File: config.mk
export PLATFORM = sky130hd
export DESIGN_NAME = pixel_sort_timer
export DESIGN_NICKNAME = d
export VERILOG_FILES = /design/src/rtl/pixel_sort_timer.sv
export SDC_FILE = /design/constraint.sdc
export NUM_CORES = 1
export LEC_CHECK = 0
export CORE_ASPECT_RATIO = 0.8
export CORE_UTILIZATION = 45
export CTS_BUF_LIST = sky130_fd_sc_hd__clkbuf_8 sky130_fd_sc_hd__clkbuf_16
export DETAILED_ROUTE_END_ITERATION = 16
export PLACE_DENSITY = 0.71
export SLEW_MARGIN = 0
export SYNTH_ARGS = -nofsm -noshare
export SYNTH_HDL_FRONTEND = slang
export SYNTH_SLANG_ARGS = --single-unit
File: constraint.sdc
create_clock -name clk -period 2 [get_ports clk]
set_input_delay 0.4 -clock clk [delete_from_list [all_inputs] [get_ports clk]]
set_output_delay 0.4 -clock clk [all_outputs]
set_load 0.02 [all_outputs]
File: src/rtl/pixel_sort_timer.sv
// pixel_sort_timer: picture timing sequencer for the image sorting engine.
// Steps CH_NUM colour channels through PIX_NUM pixels each, then pulses
// one_picture for one cycle. A free-running divider (cleared only by start
// or reset) produces the sort_reg_en strobe; renew_index marks the last
// pixel of every channel.
//
// Optional feature macro: CONTINUOUS_EN
//   defined   : DONE restarts the next picture directly (no start needed);
//               only reset stops the sequencer.
//   undefined : DONE returns to IDLE and every picture needs a start pulse.
//
// Handshake: there is no valid/ready pair. start is a level sampled on any
// rising edge while IDLE (ignored otherwise); hold is a stall level that
// freezes state and counters during RUN and masks both strobes in the same
// cycle.
module pixel_sort_timer #(
    parameter int PIX_W      = 14,
    parameter int PIX_NUM    = 16384,
    parameter int CH_NUM     = 3,
    parameter int DIV_W      = 5,
    parameter int DIV_PERIOD = 32
) (
    input  logic              clk,
    input  logic              reset,
    input  logic              start,
    input  logic              hold,
    output logic [CH_NUM-1:0] ch_en,
    output logic [PIX_W-1:0]  pixel_renew_num,
    output logic              sort_reg_en,
    output logic              renew_index,
    output logic              one_picture,
    output logic              busy,
    output logic [1:0]        state_dbg
);

    typedef enum logic [1:0] {
        S_IDLE = 2'd0,
        S_RUN  = 2'd1,
        S_DONE = 2'd2
    } state_t;

    localparam logic [PIX_W-1:0]  PIX_LAST = PIX_W'(PIX_NUM - 1);
    localparam logic [DIV_W-1:0]  DIV_LAST = DIV_W'(DIV_PERIOD - 1);
    localparam logic [CH_NUM-1:0] CH_FIRST = CH_NUM'(1);

    state_t              state_q, state_d;
    logic [PIX_W-1:0]    pix_q, pix_d;
    logic [DIV_W-1:0]    div_q, div_d;
    logic [CH_NUM-1:0]   ch_q, ch_d;
    logic                one_pic_q, one_pic_d;
    logic                busy_q, busy_d;

    // Next-state decode of the sequencer and its counters.
    always_comb begin
        state_d = state_q;
        pix_d   = pix_q;
        div_d   = div_q;
        ch_d    = ch_q;
        case (state_q)
            S_IDLE: begin
                if (start) begin
                    state_d = S_RUN;
                    ch_d    = CH_FIRST;
                    pix_d   = '0;
                    div_d   = '0;
                end
            end
            S_RUN: begin
                if (!hold) begin
                    // Divider runs across channel boundaries on purpose.
                    div_d = (div_q == DIV_LAST) ? '0 : div_q + DIV_W'(1);
                    if (pix_q == PIX_LAST) begin
                        pix_d = '0;
                        if (ch_q[CH_NUM-1]) begin
                            state_d = S_DONE;
                            ch_d    = '0;
                        end else begin
                            ch_d = ch_q << 1;
                        end
                    end else begin
                        pix_d = pix_q + PIX_W'(1);
                    end
                end
            end
            S_DONE: begin
`ifdef CONTINUOUS_EN
                state_d = S_RUN;
                ch_d    = CH_FIRST;
                pix_d   = '0;
                div_d   = '0;
`else
                state_d = S_IDLE;
`endif
            end
            default: begin
                state_d = S_IDLE;
                ch_d    = '0;
                pix_d   = '0;
                div_d   = '0;
            end
        endcase
        one_pic_d = (state_d == S_DONE);
        busy_d    = (state_d != S_IDLE);
    end

    // State, counters and registered status outputs; reset aborts at once.
    always_ff @(posedge clk or negedge reset) begin
        if (!reset) begin
            state_q   <= S_IDLE;
            pix_q     <= '0;
            div_q     <= '0;
            ch_q      <= '0;
            one_pic_q <= 1'b0;
            busy_q    <= 1'b0;
        end else begin
            state_q   <= state_d;
            pix_q     <= pix_d;
            div_q     <= div_d;
            ch_q      <= ch_d;
            one_pic_q <= one_pic_d;
            busy_q    <= busy_d;
        end
    end

    // Strobes decode the registers directly and are masked by a stall.
    always_comb begin
        sort_reg_en = (state_q == S_RUN) && (div_q == DIV_LAST) && !hold;
        renew_index = (state_q == S_RUN) && (pix_q == PIX_LAST) && !hold;
    end

    assign ch_en           = ch_q;
    assign pixel_renew_num = pix_q;
    assign one_picture     = one_pic_q;
    assign busy            = busy_q;
    assign state_dbg       = state_q;

endmodule

=== Yosys cells after proc, flatten, opt, wreduce, memory -nomap -nowiden ===
Index checks and enable logic that the tools add are counted.

* Flip-flop bits (word level): 26
* Input bits: 4
* Output and inout port bits: 23

* Add/subtract/negate cells: 2
* Equal/unequal tests: 8
* Muxes and demuxes: 18
* Bitwise operators: 1
* Reductions and logical operators: 9

{| class="wikitable"
|+ Operators with widths
! kind !! number
|-
| $mux W14 || 3
|-
| $pmux W14 S3 || 1
|-
| $mux W5 || 3
|-
| $pmux W5 S3 || 1
|-
| $add A14 B1 Y14 const B || 1
|-
| $eq A14 B14 Y1 const B || 1
|-
| $mux W3 || 4
|-
| $pmux W3 S3 || 1
|-
| $mux W2 || 4
|-
| $add A5 B1 Y5 const B || 1
|-
| $eq A5 B5 Y1 const B || 1
|-
| $eq A2 B2 Y1 const B || 2
|-
| $logic_and A1 B1 Y1 || 4
|-
| $ne A2 B2 Y1 const B || 2
|-
| $pmux W2 S2 || 1
|-
| $reduce_and A4 Y1 || 1
|-
| $reduce_and A3 Y1 || 1
|-
| $eq A2 B1 Y1 const B || 1
|-
| $logic_not A2 Y1 || 1
|-
| $ne A2 B1 Y1 const B || 1
|-
| $reduce_bool A2 Y1 || 1
|-
| $logic_not A1 Y1 || 1
|-
| $not A1 Y1 || 1
|}

=== Depth between registers and ports, before layout ===
* Depth in word-level cells: 5
* Depth in mapped cells: 7
* Depth with buffers taken out: 6

=== Worst setup path before layout ===
Ideal clock, no wire load.

* Path kind: reg-to-output
* From: register pix_q[0] (netlist: pixel_renew_num[0])
* To: output renew_index
* Data arrival time: 1893 ps
* Slack: -293 ps
* Cell stages (with the launch flop): 6
* Path buffers: 1
* Path through: dfrtp_1 -> ha_1 -> nand3_1 -> or4_4 -> buf_6 -> nor3_1

* Word-level cells in the longest chain between the ends: 3

{| class="wikitable"
|+ RTL lines
! what !! RTL line !! text
|-
| from (decl) || 47 || <nowiki>logic [PIX_W-1:0] pix_q, pix_d;</nowiki>
|-
| from (signal assigned) || 117 || <nowiki>pix_q <= pix_d;</nowiki>
|-
| $eq A14 B14 Y1 || 128 || <nowiki>renew_index = (state_q == S_RUN) && (pix_q == PIX_LAST) && !hold;</nowiki>
|-
| $logic_and A1 B1 Y1 (2 in a row) || 128 ||
|-
| to (decl) || 30 || <nowiki>output logic renew_index,</nowiki>
|}

No other way between the ends.

=== Worst setup path in the final report ===
Ends and elaborated chain as after synthesis.

==> metrics.cfg <==
[run_status]
outcome=finished, violations left
violations=negative setup slack

[critical_path]
cp.arrival_ns=1.73
r2r-end=pixel_renew_num[11]$_DFFE_PN0P_
worstSetupEndpointType=primary output
setup.worst_path.class=flip-flop to primary output
required_ns=1.60
rr_startpoint=pixel_renew_num[1]$_DFFE_PN0P_
crit_path_end=renew_index
cp-startpoint=pixel_renew_num[0]$_DFFE_PN0P_
worst-path-max-fanout=2
ff2ff_setup_slack_ns=0.14
startpoint_type=flip-flop
worstRegToRegCells=8

[clocking]
cts_buffers=3
clk_pin_slew_ns=0.09
insertion_delay_ns=0.27
cts_sinks=26
h-tree-depth=1
cts_tree=built
clock_path_buffers=2
clock-root-buffer=clkbuf_8

[drt]
drt_iter0_markers=72
viasPerCell=5.543
finalWirelength_mm=3.533
dr.pass1.iters=4
vias=1286
antenna_left=0
wl_per_cell_microns=15.23
drc=0

[power]
power.leakage_nw=0.8724
power_density_nw_per_um2=815.2
peakVddDrop_mv=0.5537

[synthesis]
ys_ff_latch=26
synth.area.top_cells=dfrtp_1 49%, o21ai_0 4.1%, xor2_1 3.3%
seq_area_frac_synth_pct=48.83
synth_enable_flop_cells=0
yosysTopAreaCell=dfrtp_1
avgSynthCellArea_sq_um=10.33
yosys_warnings=0
synth_nets=136
synth_top_area_share_pct=48.83
yosys-top-cells-count=26 x dfrtp_1, 11 x o21ai_0, 8 x nor2_1
async_flop_share_pct=100.0
synth_most_common_cell=dfrtp_1
synth_cell_types=41
synth.cell_area_sq_um=1333
synthFlopType=dfrtp_1
synth_cells=129

[global_routing]
met2_usage_pct=42.75
grt_pass1_wl_mm=5.706
grt_use_total_pct=24.16
grt_pass1_vias=1184
grt_max_degree=27
grt_use_met3_pct=5.227
use_met1_pct=30.59
top_usage_layer=met2
antenna_found_initial=0
overflow=0

[cells_and_area]
drive_above_1_share_pct=31.96
syn2layout_area_growth_pct=49.76
seq_area_sq_um=653.1
fill_cells=207
antennaDiodeCount=0
final_nets=202
multi_input_area_sq_um=658.1

[die]
start_util_pct=47.82
dieHeight_microns=50.67
core-area_sq_um=2786
die_area_sq_um=3184
die_width_microns=62.84
num_io_pins=27
rows=17

[timing]
final.setup.tns_ns=-0.1259
finClkSkew_ns=0.005560
timing.final.max_slew_violations=0
finalCritPeriodShare_pct=106.3
fin_ws_ns=-0.1259
rsz0062_at_grt=true
whs_ns=0.4910
period_needed_ns=2.126
worst_pin_slew_ns=0.3813
hold_viol=0
max_freq_ghz=0.4704
setup_violations=1
max-slew-margin-rel_pct=74.31

[placed_design]
numPortBuffers=26
dp_slack_ns=-0.2888
dp_hpwl_mm=2.555
place_congestion=0.8256

[hold_path]
hp-class=flip-flop to flip-flop

[run]
cap_violations=0

==> cell type report <==
type	count	share of cell area (%)
sequential	26	32.73
multi-input combinational	93	32.98
tap	38	2.382
timing repair buffer	67	28.40
inverter	4	0.7524
clock buffer	4	2.759
==> critical path, cell delays in order (launching register included) <==
cell,delay (ns)
dfrtp_2,0.40
ha_4,0.15
nand3_2,0.07
or4_4,0.51
nor3_4,0.19
buf_6,0.14
==> sequential cells by signal (all words and copies together), names as in the netlist <==
signal,flops
one_picture,1
state_dbg,2
ch_en,3
div_q,5
pixel_renew_num,14
busy,1
==> worst min-delay path by stage <==
stage	slack, ns	startpoint	depth (start not counted)	to
2_1_floorplan	0.10	reset	0	busy$_DFF_PN0_
6_report	0.49	div_q[3]$_DFFE_PN0P_	1	div_q[3]$_DFFE_PN0P_
5_1_grt	0.51	div_q[3]$_DFFE_PN0P_	1	div_q[3]$_DFFE_PN0P_
4_1_cts	0.49	div_q[3]$_DFFE_PN0P_	1	div_q[3]$_DFFE_PN0P_
3_5_place_dp	0.47	div_q[3]$_DFFE_PN0P_	1	div_q[3]$_DFFE_PN0P_
3_3_place_gp	0.46	div_q[3]$_DFFE_PN0P_	1	div_q[3]$_DFFE_PN0P_
==> routing by layer <==
metal	wire [microns]	part of all wire [%]
met3	170	4.8
met5	0	0
met1	1605	45
met4	15	0.42
met2	1741	49
==> stage by stage <==
step | power, W | util [%] | instance area, sq um | instances
2_1_floorplan | 0.0009222 | - | 1346 | 129
3_3_place_gp | 0.001207 | 67.89 | 1892 | 224
3_5_place_dp | 0.001234 | 67.89 | 1892 | 224
4_1_cts | 0.001602 | 70.63 | 1968 | 229
5_1_grt | 0.001719 | 71.62 | 1996 | 232
6_report | 0.001627 | 71.62 | 1996 | 232
==> cells by family (layout without fill, tap and decap cells) <==
| group | count (synthesis) | count (layout) | share of synthesized area (%) |
|---|---|---|---|
| AND/OR/NAND/NOR | 49 | 49 | 22.44 |
| AO/OA/AOI/OAI | 36 | 36 | 18.50 |
| flip-flops | 26 | 26 | 48.83 |
| buffers and inverters | 10 | 75 | 4.131 |
| XOR/XNOR | 5 | 5 | 3.286 |
| adder cells (fa/ha/maj) | 3 | 3 | 2.817 |
==> report_power, final <==
| part | internal (W) | switching (W) |
|---|---|---|
| logic | 0.000318 | 0.000285 |
| clock network | 0.000176 | 0.000167 |
| registers | 0.000615 | 0.0000651 |
==> repair_timing <==
| action | 4_1_cts | 5_1_grt |
|---|---|---|
| endpoints found under the setup margin | 2 | 2 |
| setup buffers | 1 | 3 |
| gates resized for setup | 13 | 2 |
| pin swaps | 0 | 0 |
| hold buffers | 0 | 0 |
==> placed cells by master (no fill, tap or decap), drive strengths merged, types with 4 or more instances in the layout <==
| cell type | n |
|---|---|
| o31ai | 4 |
| nor2 | 8 |
| inv | 4 |
| or3 | 5 |
| and3 | 4 |
| nand2 | 8 |
| a21oi | 8 |
| clkdlybuf4s50 | 23 |
| o21ai | 11 |
| dfrtp | 26 |
| nand3 | 4 |
| buf | 43 |
| xor2 | 5 |
| or4 | 4 |
| clkbuf | 4 |
No activity file was read; power rests on OpenSTA's default activity.
